[src/rtl/product_accumulator_if.sv]
// Product-in / frame-sum-out stream pair shared by the accumulator and its neighbours.
// Both directions follow valid/ready: a beat moves on a rising edge where valid and ready are both high.
interface product_accumulator_if #(
  parameter int PROD_W = 8,
  parameter int ACC_W  = 16,
  parameter int LEN_W  = 4
);
  logic              p_valid;
  logic              p_ready;
  logic [PROD_W-1:0] p_data;
  logic              p_last;
  logic              sum_valid;
  logic              sum_ready;
  logic [ACC_W-1:0]  sum_data;
  logic [LEN_W-1:0]  sum_count;
  logic              sum_ovf;

  modport master (
    output p_valid, p_data, p_last, sum_ready,
    input  p_ready, sum_valid, sum_data, sum_count, sum_ovf
  );

  modport slave (
    input  p_valid, p_data, p_last, sum_ready,
    output p_ready, sum_valid, sum_data, sum_count, sum_ovf
  );
endinterface

[src/rtl/product_accumulator.sv]
// Sums a frame of unsigned products (ended by p_last) and offers sum, term count and
// a sticky wrap flag on the result stream; input is stalled while a result is held.
module product_accumulator #(
  parameter int PROD_W = 8,
  parameter int ACC_W  = 16,
  parameter int LEN_W  = 4
) (
  input  logic                 clk,
  input  logic                 rst_n,
  product_accumulator_if.slave bus,
  output logic [1:0]           state_o
);
  localparam logic [1:0] ST_INIT = 2'd0;
  localparam logic [1:0] ST_ACC  = 2'd1;
  localparam logic [1:0] ST_HOLD = 2'd2;

  logic [1:0]       state_q, state_d;
  logic [ACC_W-1:0] acc_q, acc_d;
  logic [LEN_W-1:0] cnt_q, cnt_d;
  logic             ovf_q, ovf_d;
  logic [ACC_W-1:0] res_data_q, res_data_d;
  logic [LEN_W-1:0] res_cnt_q, res_cnt_d;
  logic             res_ovf_q, res_ovf_d;

  logic             xfer;
  logic [ACC_W:0]   sum_ext;
  logic [LEN_W-1:0] cnt_inc;

  assign xfer    = bus.p_valid && (state_q == ST_ACC);
  // One extra bit catches the carry out of the accumulator for the sticky flag.
  assign sum_ext = {1'b0, acc_q} + {{(ACC_W + 1 - PROD_W){1'b0}}, bus.p_data};
  assign cnt_inc = (cnt_q == {LEN_W{1'b1}}) ? cnt_q : cnt_q + 1'b1;

  always_comb begin
    state_d    = state_q;
    acc_d      = acc_q;
    cnt_d      = cnt_q;
    ovf_d      = ovf_q;
    res_data_d = res_data_q;
    res_cnt_d  = res_cnt_q;
    res_ovf_d  = res_ovf_q;
    case (state_q)
      ST_INIT: state_d = ST_ACC;
      ST_ACC: begin
        if (xfer) begin
          acc_d = sum_ext[ACC_W-1:0];
          ovf_d = ovf_q | sum_ext[ACC_W];
          cnt_d = cnt_inc;
          if (bus.p_last) begin
            state_d    = ST_HOLD;
            res_data_d = sum_ext[ACC_W-1:0];
            res_cnt_d  = cnt_inc;
            res_ovf_d  = ovf_q | sum_ext[ACC_W];
          end
        end
      end
      ST_HOLD: begin
        if (bus.sum_ready) begin
          state_d = ST_ACC;
          acc_d   = '0;
          cnt_d   = '0;
          ovf_d   = 1'b0;
        end
      end
      default: state_d = ST_INIT;
    endcase
  end

  always_ff @(posedge clk or negedge rst_n) begin
    if (!rst_n) begin
      state_q    <= ST_INIT;
      acc_q      <= '0;
      cnt_q      <= '0;
      ovf_q      <= 1'b0;
      res_data_q <= '0;
      res_cnt_q  <= '0;
      res_ovf_q  <= 1'b0;
    end else begin
      state_q    <= state_d;
      acc_q      <= acc_d;
      cnt_q      <= cnt_d;
      ovf_q      <= ovf_d;
      res_data_q <= res_data_d;
      res_cnt_q  <= res_cnt_d;
      res_ovf_q  <= res_ovf_d;
    end
  end

  assign bus.p_ready   = (state_q == ST_ACC);
  assign bus.sum_valid = (state_q == ST_HOLD);
  assign bus.sum_data  = res_data_q;
  assign bus.sum_count = res_cnt_q;
  assign bus.sum_ovf   = res_ovf_q;
  assign state_o       = state_q;
endmodule

[src/flat_wrapper.sv]
// flat-port wrapper written by rule: the top's interface ports become plain ports
module product_accumulator_flat 
#(
  parameter int PROD_W = 8,
  parameter int ACC_W  = 16,
  parameter int LEN_W  = 4
)
  (clk, rst_n, state_o, bus_p_valid, bus_p_data, bus_p_last, bus_sum_ready, bus_p_ready, bus_sum_valid, bus_sum_data, bus_sum_count, bus_sum_ovf);
  product_accumulator_if #(.PROD_W(PROD_W), .ACC_W(ACC_W), .LEN_W(LEN_W)) bus_i ();
  input  logic clk;
  input  logic rst_n;
  output logic [1:0] state_o;
  input wire logic [$bits(bus_i.p_valid)-1:0] bus_p_valid;
  input wire logic [$bits(bus_i.p_data)-1:0] bus_p_data;
  input wire logic [$bits(bus_i.p_last)-1:0] bus_p_last;
  input wire logic [$bits(bus_i.sum_ready)-1:0] bus_sum_ready;
  output wire logic [$bits(bus_i.p_ready)-1:0] bus_p_ready;
  output wire logic [$bits(bus_i.sum_valid)-1:0] bus_sum_valid;
  output wire logic [$bits(bus_i.sum_data)-1:0] bus_sum_data;
  output wire logic [$bits(bus_i.sum_count)-1:0] bus_sum_count;
  output wire logic [$bits(bus_i.sum_ovf)-1:0] bus_sum_ovf;
  assign bus_i.p_valid = bus_p_valid;
  assign bus_i.p_data = bus_p_data;
  assign bus_i.p_last = bus_p_last;
  assign bus_i.sum_ready = bus_sum_ready;
  assign bus_p_ready = bus_i.p_ready;
  assign bus_sum_valid = bus_i.sum_valid;
  assign bus_sum_data = bus_i.sum_data;
  assign bus_sum_count = bus_i.sum_count;
  assign bus_sum_ovf = bus_i.sum_ovf;
  product_accumulator #(.PROD_W(PROD_W), .ACC_W(ACC_W), .LEN_W(LEN_W)) u_core (.clk(clk), .rst_n(rst_n), .bus(bus_i), .state_o(state_o));
endmodule
[config.mk]
export PLATFORM = sky130hd
export DESIGN_NAME = product_accumulator_flat
export DESIGN_NICKNAME = d
export VERILOG_FILES = /design/src/rtl/product_accumulator_if.sv /design/src/rtl/product_accumulator.sv /design/src/flat_wrapper.sv
export SDC_FILE = /design/constraint.sdc
export NUM_CORES = 1
export LEC_CHECK = 0
export ABC_AREA = 1
export CAP_MARGIN = 20
export CORE_MARGIN = 8
export CORE_UTILIZATION = 36
export DETAILED_ROUTE_END_ITERATION = 10
export PLACE_DENSITY = 0.59
export SYNTH_ARGS = -nofsm -noshare
export SYNTH_HDL_FRONTEND = slang
export SYNTH_SLANG_ARGS = --single-unit
[constraint.sdc]
create_clock -name clk -period 3.7 [get_ports clk]
set_input_delay 1.11 -clock clk [delete_from_list [all_inputs] [get_ports clk]]
set_output_delay 1.11 -clock clk [all_outputs]
set_load 0.03 [all_outputs]
==> results.md, run 1 <==
* H-tree Lvls at 2
* Initial antenna violation count at 0
* Area grow syn2layout at 21.8%
* Synth unique cells at 30
* Starting density of the core at 0.369
* Kind of end point of the critical path: output pin
* Synth Instances at 323
* Reg area at approximately 1100 um^2
* RSZ-0062 raised after global routing: false
* Cts hold-fix bufs at 0
* WP data arrival at 1.73 ns
* Setup slack, reg-to-reg at about 1.6 ns
* Reg2reg path depth at 8
* P_sw at 1.10 mW
* Setup TNS at 0 ns
* GRT Overall Usage at 0.126
* Worst-margin pin slew at about 0.50 ns
* Crit-path max FO at 4
* Die area at 9800 um^2
* FF+latch count, synth at 44
* Worst-path clk slew at 0.07 ns
* Gr ovfl total at 0
* Reg-to-reg startpoint: u_core.state_o[0]
* Via count normalized by instance count at ~4.8
* Antenna Nets Post-Route at 0
* Fmax at around 0.35 GHz
* Endpoints failing hold at 0
* Mapped Nets at about 350
* CTS tree: built
* TritonCTS buffer count at 5
* Post-synthesis sequential area ratio at 0.444
* Synth warn at 0
* Met3 Use GR at 0.0338
* VDD IR-drop max at ~0.4 mV
* Total core area at approximately 6700 um^2
* Worst-skew pair later-pin latency at 0.29 ns
* Ant. Diodes at 0
* Final setup vio count at 0
* First-pass GRT wire length at ~10 mm
* Comb pwr share at 0.556
* Vias in the first global route at 2205
* Die X-Extent at slightly below 100 um
* Minimum clock period after layout at 2.84 ns
* Die height at 99.0 um
* FF-to-FF End: u_core.acc_q[3]
* Clk root buf: clkbuf_8
* Via count at approximately 2100
* Pins Over Slew Limit at 0
* Crit. Startpoint: u_core.state_o[0]
* Post_cts resized at 0
* Worst Path Class, Setup: reg2out
* Max Root-Sink Buffers at 2
* Flop pwr share at 0.325
* Gpl congestion at about 0.84
* HPWL after detailed placement at between 4 and 5 mm
* Row count at 30
* Slew headroom at 0.666
* Max cap viols at 0
* Placed cells at ~440
* Clock network fraction of design power at 0.119
* End point of the critical path: bus_sum_valid
* Top FF cell, synth: dfrtp_1
* Layout fillers at between 600 and 700
* Hold Crit Class: reg2reg
* Multi-input logic area at 1190 um^2
* Sw frac at 0.465
* Layout cell share with drive strength beyond 1 at 0.0579
* WP data required at roughly 2.6 ns
* Skew final at 0.00497 ns
* IO Count at 38
* Grt met2 use at 0.206
* Largest net degree at the start of global routing at between 40 and 50
* Number of post-CTS setup repair buffers at 0
* Met1 Use GR at 0.154
* Syn avg cell area at 7.68 um^2
* Wire per inst at ~13 um
* Final nets at between 300 and 400
* Final worst-path cycle share at 0.768
* Iteration-0 DRC Markers at slightly above 100
* Sink Count at 44
* Critical Path Source Type: flop
* Residual DRC at 0
* Pwr dens at roughly 780 nW/um^2
* Status: complete, no violations
* Final wirelength at around 5.7 mm
* Most Crowded Layer GR: met2
* Leak pwr at about 1.6 nW
* Final core occ at 0.450
* DRT Pass-1 Iters at 4
* Finished Layout Cells at ~440
* Post-Synthesis Cell Area at ~2500 um^2
* Power Internal at around 1.3 mW
* Async SR Flop Fraction at 1.00
* EDFF count, synth at 0
* IO Port Bufs at 37
## final cells by class
class	count	share of cell area
well taps	80	0.0331
clock buffers	6	0.0240
inverters	38	0.0472
multi-input cells	234	0.395
flip-flops and latches	44	0.364
repair buffers	40	0.135
clock inverters	1	0.00166
## layout by cell type, fill, tap and decap left out, drive strengths merged, types with 2 or more instances in the layout
cell / n
clkdlybuf4s50: 36
or2: 3
o22ai: 2
buf: 4
a21oi: 7
xnor2: 2
nand2: 128
nor3: 2
ha: 12
clkbuf: 6
nor2: 12
nand3b: 3
nand3: 33
inv: 38
xor2: 5
o21ai: 20
dfrtp: 44
## critical path, cell delays in order, from the launching register on
cell             delay [ns]
dfrtp_1                0.41
inv_1                  0.10
ha_1                   0.24
clkdlybuf4s50_1        0.70
## power groups by stage
stage	Sequential [mW]	Clock, mW	Combinational [mW]
2_1_floorplan	0.926	0	0.779
3_3_place_gp	0.775	0	1.31
3_5_place_dp	0.779	0	1.33
4_1_cts	0.773	0.301	1.33
5_1_grt	0.796	0.314	1.48
6_report	0.770	0.281	1.32
## how the worst min path moves through the flow
stage                                 start                 endpoint  slack (ns)  depth (start not counted)
finish               u_core.bus.sum_data[9]   u_core.bus.sum_data[9]        0.48                          2
global route         u_core.bus.sum_data[9]   u_core.bus.sum_data[9]        0.50                          2
CTS                 u_core.bus.sum_data[11]  u_core.bus.sum_data[11]        0.49                          2
detailed placement  u_core.bus.sum_data[11]  u_core.bus.sum_data[11]        0.46                          2
global placement     u_core.bus.sum_data[6]   u_core.bus.sum_data[6]        0.46                          2
floorplan                   u_core.acc_q[5]          u_core.acc_q[5]        0.45                          2
## Yosys cell counts, types with 2 or more instances
library cell  number  area share
xor2_1             5       0.018
nand3b_1           3      0.0091
nand2_1          125        0.19
buf_6              2      0.0091
a21oi_1            6       0.012
buf_2              2      0.0040
ha_1              12       0.061
or2_1              2      0.0050
o22ai_1            2      0.0050
xnor2_1            2      0.0071
nor2_1            11       0.017
dfrtp_1           44        0.44
nand3_1           31       0.063
nand2_2            3      0.0076
o21ai_0           20       0.040
inv_1             37       0.056
clkbuf_1           3      0.0045
## registers in the layout, indices dropped and copies added, names as in the netlist
name                  count
u_core.cnt_q              4
u_core.ovf_q              1
u_core.bus.sum_count      4
u_core.bus.sum_data      16
u_core.bus.sum_ovf        1
u_core.acc_q             16
u_core.state_o            2
## cell families (layout without fill, tap and decap cells)
| kind of cell | count (synthesis) | after routing | synth area share |
|---|---|---|---|
| AND/OR/NAND/NOR | 182 | 182 | 0.316 |
| adder cells (fa/ha/maj) | 13 | 13 | 0.0686 |
| buffers and inverters | 45 | 85 | 0.0751 |
| AO/OA/AOI/OAI | 32 | 32 | 0.0721 |
| XOR/XNOR | 7 | 7 | 0.0247 |
| flip-flops | 44 | 44 | 0.444 |
## metrics by stage
step	setup slack [ns]	hold WS (ns)	total power, mW	cell area [um^2]
2_1_floorplan	1.19	0.453	1.70	2480
3_3_place_gp	0.668	0.464	2.08	2920
3_5_place_dp	0.633	0.464	2.11	2920
4_1_cts	0.824	0.487	2.40	3000
5_1_grt	0.767	0.495	2.59	3020
6_report	0.858	0.478	2.37	3020
## routing by layer
| metal | vias to the layer above | wire length, um |
|---|---|---|
| li1 | 1093 | - |
| met1 | 993 | 2790 |
| met2 | 30 | 2630 |
| met3 | 6 | 201 |
| met4 | 0 | 93 |
| met5 | - | 0 |
Note: power is estimated with default switching activity, not from simulation.
==> run 2: changes to the inputs <==
PLACE_DENSITY = 0.61   (was 0.59)
clock period = 2.4 ns   (was 3.7 ns; I/O delays follow)
==> results.md, run 2 (synthesis results as in run 1) <==
* Status: complete, no violations
* GRT Overall Usage at 0.125 (-0.000705)
* IO Count at 38 (unchanged)
* Row count at 30 (unchanged)
* Via count at 2169 (+2.2%)
* Largest net degree at the start of global routing at 45 (unchanged)
* Starting density of the core at 0.369 (unchanged)
* Final wirelength at 5.71 mm (about the same)
* Critical Path Source Type: input pin
* Crit-path max FO at 5 (+1)
* Total core area at 6720 um^2 (unchanged)
* Vias in the first global route at 2207 (+0.091%)
* Endpoints failing hold at 0 (unchanged)
* Final setup vio count at 0 (unchanged)
* Clk root buf: clkbuf_8
* Number of post-CTS setup repair buffers at 0 (unchanged)
* WP data arrival at 2.44 ns (+0.71 ns)
* Final core occ at 0.455 (+0.00559)
* Die X-Extent at 99.0 um (unchanged)
* Gpl congestion at 0.826 (-1.7%)
* Worst-path clk slew at 0.08 ns (about the same)
* Gr ovfl total at 0 (unchanged)
* Max cap viols at 0 (unchanged)
* TritonCTS buffer count at 5 (unchanged)
* Slew headroom at 0.646 (-0.0198)
* Area grow syn2layout at 23.3%
* Most frequent cells in the layout: nand2_1, dfrtp_1, inv_1
* Worst Path Class, Setup: in2reg
* Antenna Nets Post-Route at 0 (unchanged)
* DP Area at 2970 um^2 (+1.7%)
* RSZ-0062 raised after global routing: false
* Pwr dens at 1230 nW/um^2 (+56%)
* DRT Pass-1 Iters at 4 (unchanged)
* Leak pwr at 1.63 nW (+1.9%)
* WP data required at 2.59 ns (about the same)
* Via count normalized by instance count at 4.84 (+1.1%)
* Wire per inst at 12.7 um (-1.1%)
* Pins Over Slew Limit at 0 (unchanged)
* Final nets at 393 (+1.0%)
* Sink Count at 44 (unchanged)
* Worst-margin pin slew at 0.530 ns (+0.0292 ns)
* Minimum clock period after layout at around 2.2 ns
* Initial antenna violation count at 0 (unchanged)
* Hold_ws at 0.389 ns (-0.0890 ns)
* First-pass GRT wire length at 9.96 mm (-0.55%)
* Layout cell share with drive strength beyond 1 at 0.0761 (+0.0182)
* IO Port Bufs at 37 (unchanged)
* Finished Cell Area at 3060 um^2 (+1.2%)
* Die area at 9800 um^2 (unchanged)
* Setup TNS at 0 ns (unchanged)
* HPWL after detailed placement at 4.15 mm (-0.32%)
* Max Root-Sink Buffers at 2 (unchanged)
* H-tree Lvls at 2 (unchanged)
* Die height at 99.0 um (unchanged)
* Final worst-path cycle share at 0.935
* Skew final at 0.00538 ns (+0.000407 ns)
* VDD IR-drop max at 0.729 mV (+81%)
* Hold Crit Class: in2async
* Commonest non-fill, non-tap cell in the layout: nand2_1
* Residual DRC at 0 (unchanged)
* Kind of end point of the critical path: flop
* Worst-skew pair later-pin latency at 0.30 ns (about the same)
* Iteration-0 DRC Markers at 160 (+57%)
* CTS tree: built
* Ant. Diodes at 0 (unchanged)
* Fmax at roughly 0.45 GHz
==> run 2: changes by cell type in the layout (fill, tap and decap cells not counted), sizes merged <==
cell	previous run	this run
dlygate4sd2	0	2
clkinv	1	2
buf	4	8
clkdlybuf4s50	36	34
==> run 2: stage by stage <==
step                      std cells  setup slack (ns)  power [mW]
final                           448             0.157        3.75
after floorplan                 323             0.283        2.63
after global placement          440            -0.214        3.28
after global routing            448            0.0356        4.11
after detailed placement        440            -0.232        3.32
after CTS                       448            0.0999        3.81
==> run 2: final cells by class <==
class	count	area (um^2)
clock buffers	6	82.6
multi-input cells	234	1200
fillers	675	3660
flip-flops and latches	44	1100
well taps	80	100
inverters	38	143
clock inverters	2	10.0
repair buffers	44	428
==> run 2: repair_timing <==
item | 4_1_cts | 5_1_grt
gates resized for setup | 2 | 1
setup endpoints to repair | 2 | 2
hold buffers | 0 | 0
==> run 2: where the power goes <==
group / switching (mW) / leakage [nW] / total, mW / internal [mW]
Combinational: 1.29 / 1.00 / 2.08 / 0.791
Clock: 0.258 / 0.0510 / 0.488 / 0.230
Sequential: 0.178 / 0.573 / 1.19 / 1.01
Total: 1.72 / 1.63 / 3.75 / 2.03
==> run 2: worst paths after layout <==
path	startpoint	end	slack (ns)	cells past startpoint
min in group clk	u_core.bus.sum_data[5]	u_core.bus.sum_data[5]	0.48	2
setup / recovery	bus_p_data[0]	u_core.bus.sum_data[8]	0.16	10
hold / removal	rst_n	u_core.bus.sum_data[3]	0.39	2
max in group asynchronous	rst_n	u_core.acc_q[7]	1.80	2
setup reg to reg	u_core.acc_q[0]	u_core.bus.sum_data[8]	0.60	9
hold reg to reg	u_core.bus.sum_data[5]	u_core.bus.sum_data[5]	0.48	2
==> run 2: layer usage <==
layer | wire (um) | global-route usage
met1 | 2650 | 0.149
met2 | 2720 | 0.209
met3 | 244 | 0.0282
met4 | 98 | 0.0555
met5 | 0 | 0
==> run 2: worst max-delay path, stage by stage <==
cell,delay (ns)
clkdlybuf4s50_1,0.40
ha_1,0.23
fa_2,0.36
nand3_1,0.08
nand3_1,0.10
nand2_1,0.09
nand3_2,0.09
or2_1,0.24
nand3_1,0.07
nand2_1,0.06
==> run 3: changes to the inputs <==
CELL_PAD_IN_SITES_DETAIL_PLACEMENT = 1   (was default)
CELL_PAD_IN_SITES_GLOBAL_PLACEMENT = 2   (was default)
CORE_UTILIZATION = 28   (was 36)
PLACE_DENSITY = 0.78   (was 0.61)
==> results.md, run 3 (synthesis results as in run 1) <==
* DRT Pass-1 Iters at 4 (unchanged)
* Max Root-Sink Buffers at 2 (unchanged)
* GRT Overall Usage at 0.127 (+0.00176)
* VDD IR-drop max at 0.511 mV (-30%)
* Final setup vio count at 0 (unchanged)
* Die height at 110 um (+11%)
* Worst-skew pair later-pin latency at 0.31 ns (about the same)
* Wl on met1 at 3.26 mm (+23%)
* Gpl congestion at 0.782 (-5.3%)
* Gr ovfl total at 0 (unchanged)
* Family with the most delay on the worst path: simple AND/OR/NAND/NOR gates
* Status: complete, no violations
* Final worst-path cycle share at 0.944 (+0.00939)
* Die X-Extent at 110 um (+11%)
* Skew final at 0.00825 ns (+0.00287 ns)
* H-tree Lvls at 2 (unchanged)
* Antenna Nets Post-Route at 0 (unchanged)
* Endpoints failing hold at 0 (unchanged)
* CTS tree: built
* Minimum clock period after layout at 2.27 ns (+0.0225 ns)
* Largest net degree at the start of global routing at 24 (-47%)
* Worst-margin pin slew at 0.554 ns (+0.0234 ns)
* Critical Path Source Type: input pin
* Initial antenna violation count at 0 (unchanged)
* Residual DRC at 0 (unchanged)
* Finished Layout Cells at 478 (+6.7%)
* CP max stage cell: clkdlybuf4s50_1
* Crit-path max FO at 5 (unchanged)
* Slowest stage delay, CP at 0.40 ns (about the same)
* Fmax at 0.441 GHz (-1.0%)
* Final Power at 3.96 mW (+5.6%)
* HPWL after detailed placement at 5.16 mm (+25%)
* Placed cells at 470 (+6.8%)
* Finished Cell Area at 3150 um^2 (+2.8%)
* Ant. Diodes at 0 (unchanged)
* Total core area at 8680 um^2 (+29%)
* Vias in the first global route at 2455 (+11%)
* Wire length on met2 at 3.22 mm (+18%)
* IO Count at 38 (unchanged)
* IO Port Bufs at 37 (unchanged)
* Final wirelength at 6.79 mm (+19%)
* Row count at 34 (+13%)
* Cell-by-cell trace of the critical path: clkdlybuf4s50_1, ha_1, fa_2, nand3_1, nand3_1, nand2_1, nand3_2, or2_1, nand3_1, nand2_1
* Clk root buf: clkbuf_8
* WP data arrival at 2.46 ns (+0.02 ns)
* Die area at 12100 um^2 (+24%)
* DP Area at 3030 um^2 (+2.1%)
* Setup TNS at 0 ns (unchanged)
* Layout fillers at 1084 (+61%)
* Most used cell, CP: nand3_1
* Kind of end point of the critical path: flop
* Pins Over Slew Limit at 0 (unchanged)
* Sink Count at 44 (unchanged)
* Via count at 2204 (+1.6%)
* Area grow syn2layout at 26.8%
* Slew headroom at 0.631 (-0.0152)
* Layout cell share with drive strength beyond 1 at 0.0811 (+0.00499)
* Starting density of the core at 0.286 (-0.0834)
* Worst Path Class, Setup: in2reg
* Max cap viols at 0 (unchanged)
* Worst-path clk slew at 0.10 ns (+0.02 ns)
* WP data required at 2.60 ns (about the same)
* Pwr dens at 1260 nW/um^2 (+2.7%)
* Leak pwr at 1.64 nW (+1.0%)
* Final nets at 395 (+0.51%)
* Hold_ws at 0.383 ns (-0.00599 ns)
* Commonest non-fill, non-tap cell in the layout: nand2_1
* Met3 WL at 220 um (-9.8%)
* First-pass GRT wire length at 12.1 mm (+21%)
* Setup slack, reg-to-reg at 0.58 ns (-0.02 ns)
* Most frequent cells in the layout: nand2_1, dfrtp_1, inv_1
* TritonCTS buffer count at 5 (unchanged)
* Via count normalized by instance count at 4.61 (-4.8%)
* Hold Crit Class: in2async
* DR top layer: met4
* Worst Path Buf+Inv at 1 (unchanged)
* RSZ-0062 raised after global routing: false
* Wire per inst at 14.2 um (+11%)
* Iteration-0 DRC Markers at 70 (-56%)
[run 3: routing by layer]
layer	global-route usage	vias to the layer above
met4	0.0428	0
li1	-	1110
met1	0.159	1061
met2	0.213	27
met3	0.0250	6
met5	0	-
[run 3: timing repair]
item,4_1_cts,5_1_grt
hold buffers,0,0
buffers inserted,0,0
resized for setup,2,1
endpoints found under the setup margin,2,2
[run 3: path summary, 6_finish.rpt]
check | startpoint | endpoint | cells after the start
max in group asynchronous | rst_n | u_core.acc_q[10] | 2
hold / removal | rst_n | u_core.bus.sum_count[1] | 1
setup reg to reg | u_core.acc_q[0] | u_core.bus.sum_data[8] | 9
hold reg to reg | u_core.bus.sum_data[6] | u_core.bus.sum_data[6] | 2
min in group clk | u_core.bus.sum_data[6] | u_core.bus.sum_data[6] | 2
setup / recovery | bus_p_data[0] | u_core.bus.sum_data[8] | 10
[run 3: layout make-up]
cell class / count / area [um^2] / area share
clock inverters: 3 / 46.3 / 0.0147
inverters: 38 / 143 / 0.0453
clock buffers: 5 / 68.8 / 0.0219
repair buffers: 46 / 455 / 0.145
multi-input cells: 234 / 1200 / 0.380
flip-flops and latches: 44 / 1100 / 0.350
well taps: 108 / 135 / 0.0430
[run 3: per-stage QoR]
step,setup slack [ns],util
6_report,0.135,0.362
5_1_grt,0.00331,0.362
4_1_cts,0.0555,0.362
3_5_place_dp,-0.262,0.349
3_3_place_gp,-0.221,0.349
2_1_floorplan,0.283,-
[run 3: report_power, final]
part | internal, mW | leakage, nW | switching (mW)
registers | 1.01 | 0.573 | 0.190
logic | 0.812 | 1.02 | 1.34
clock network | 0.314 | 0.0548 | 0.299
total | 2.13 | 1.64 | 1.83
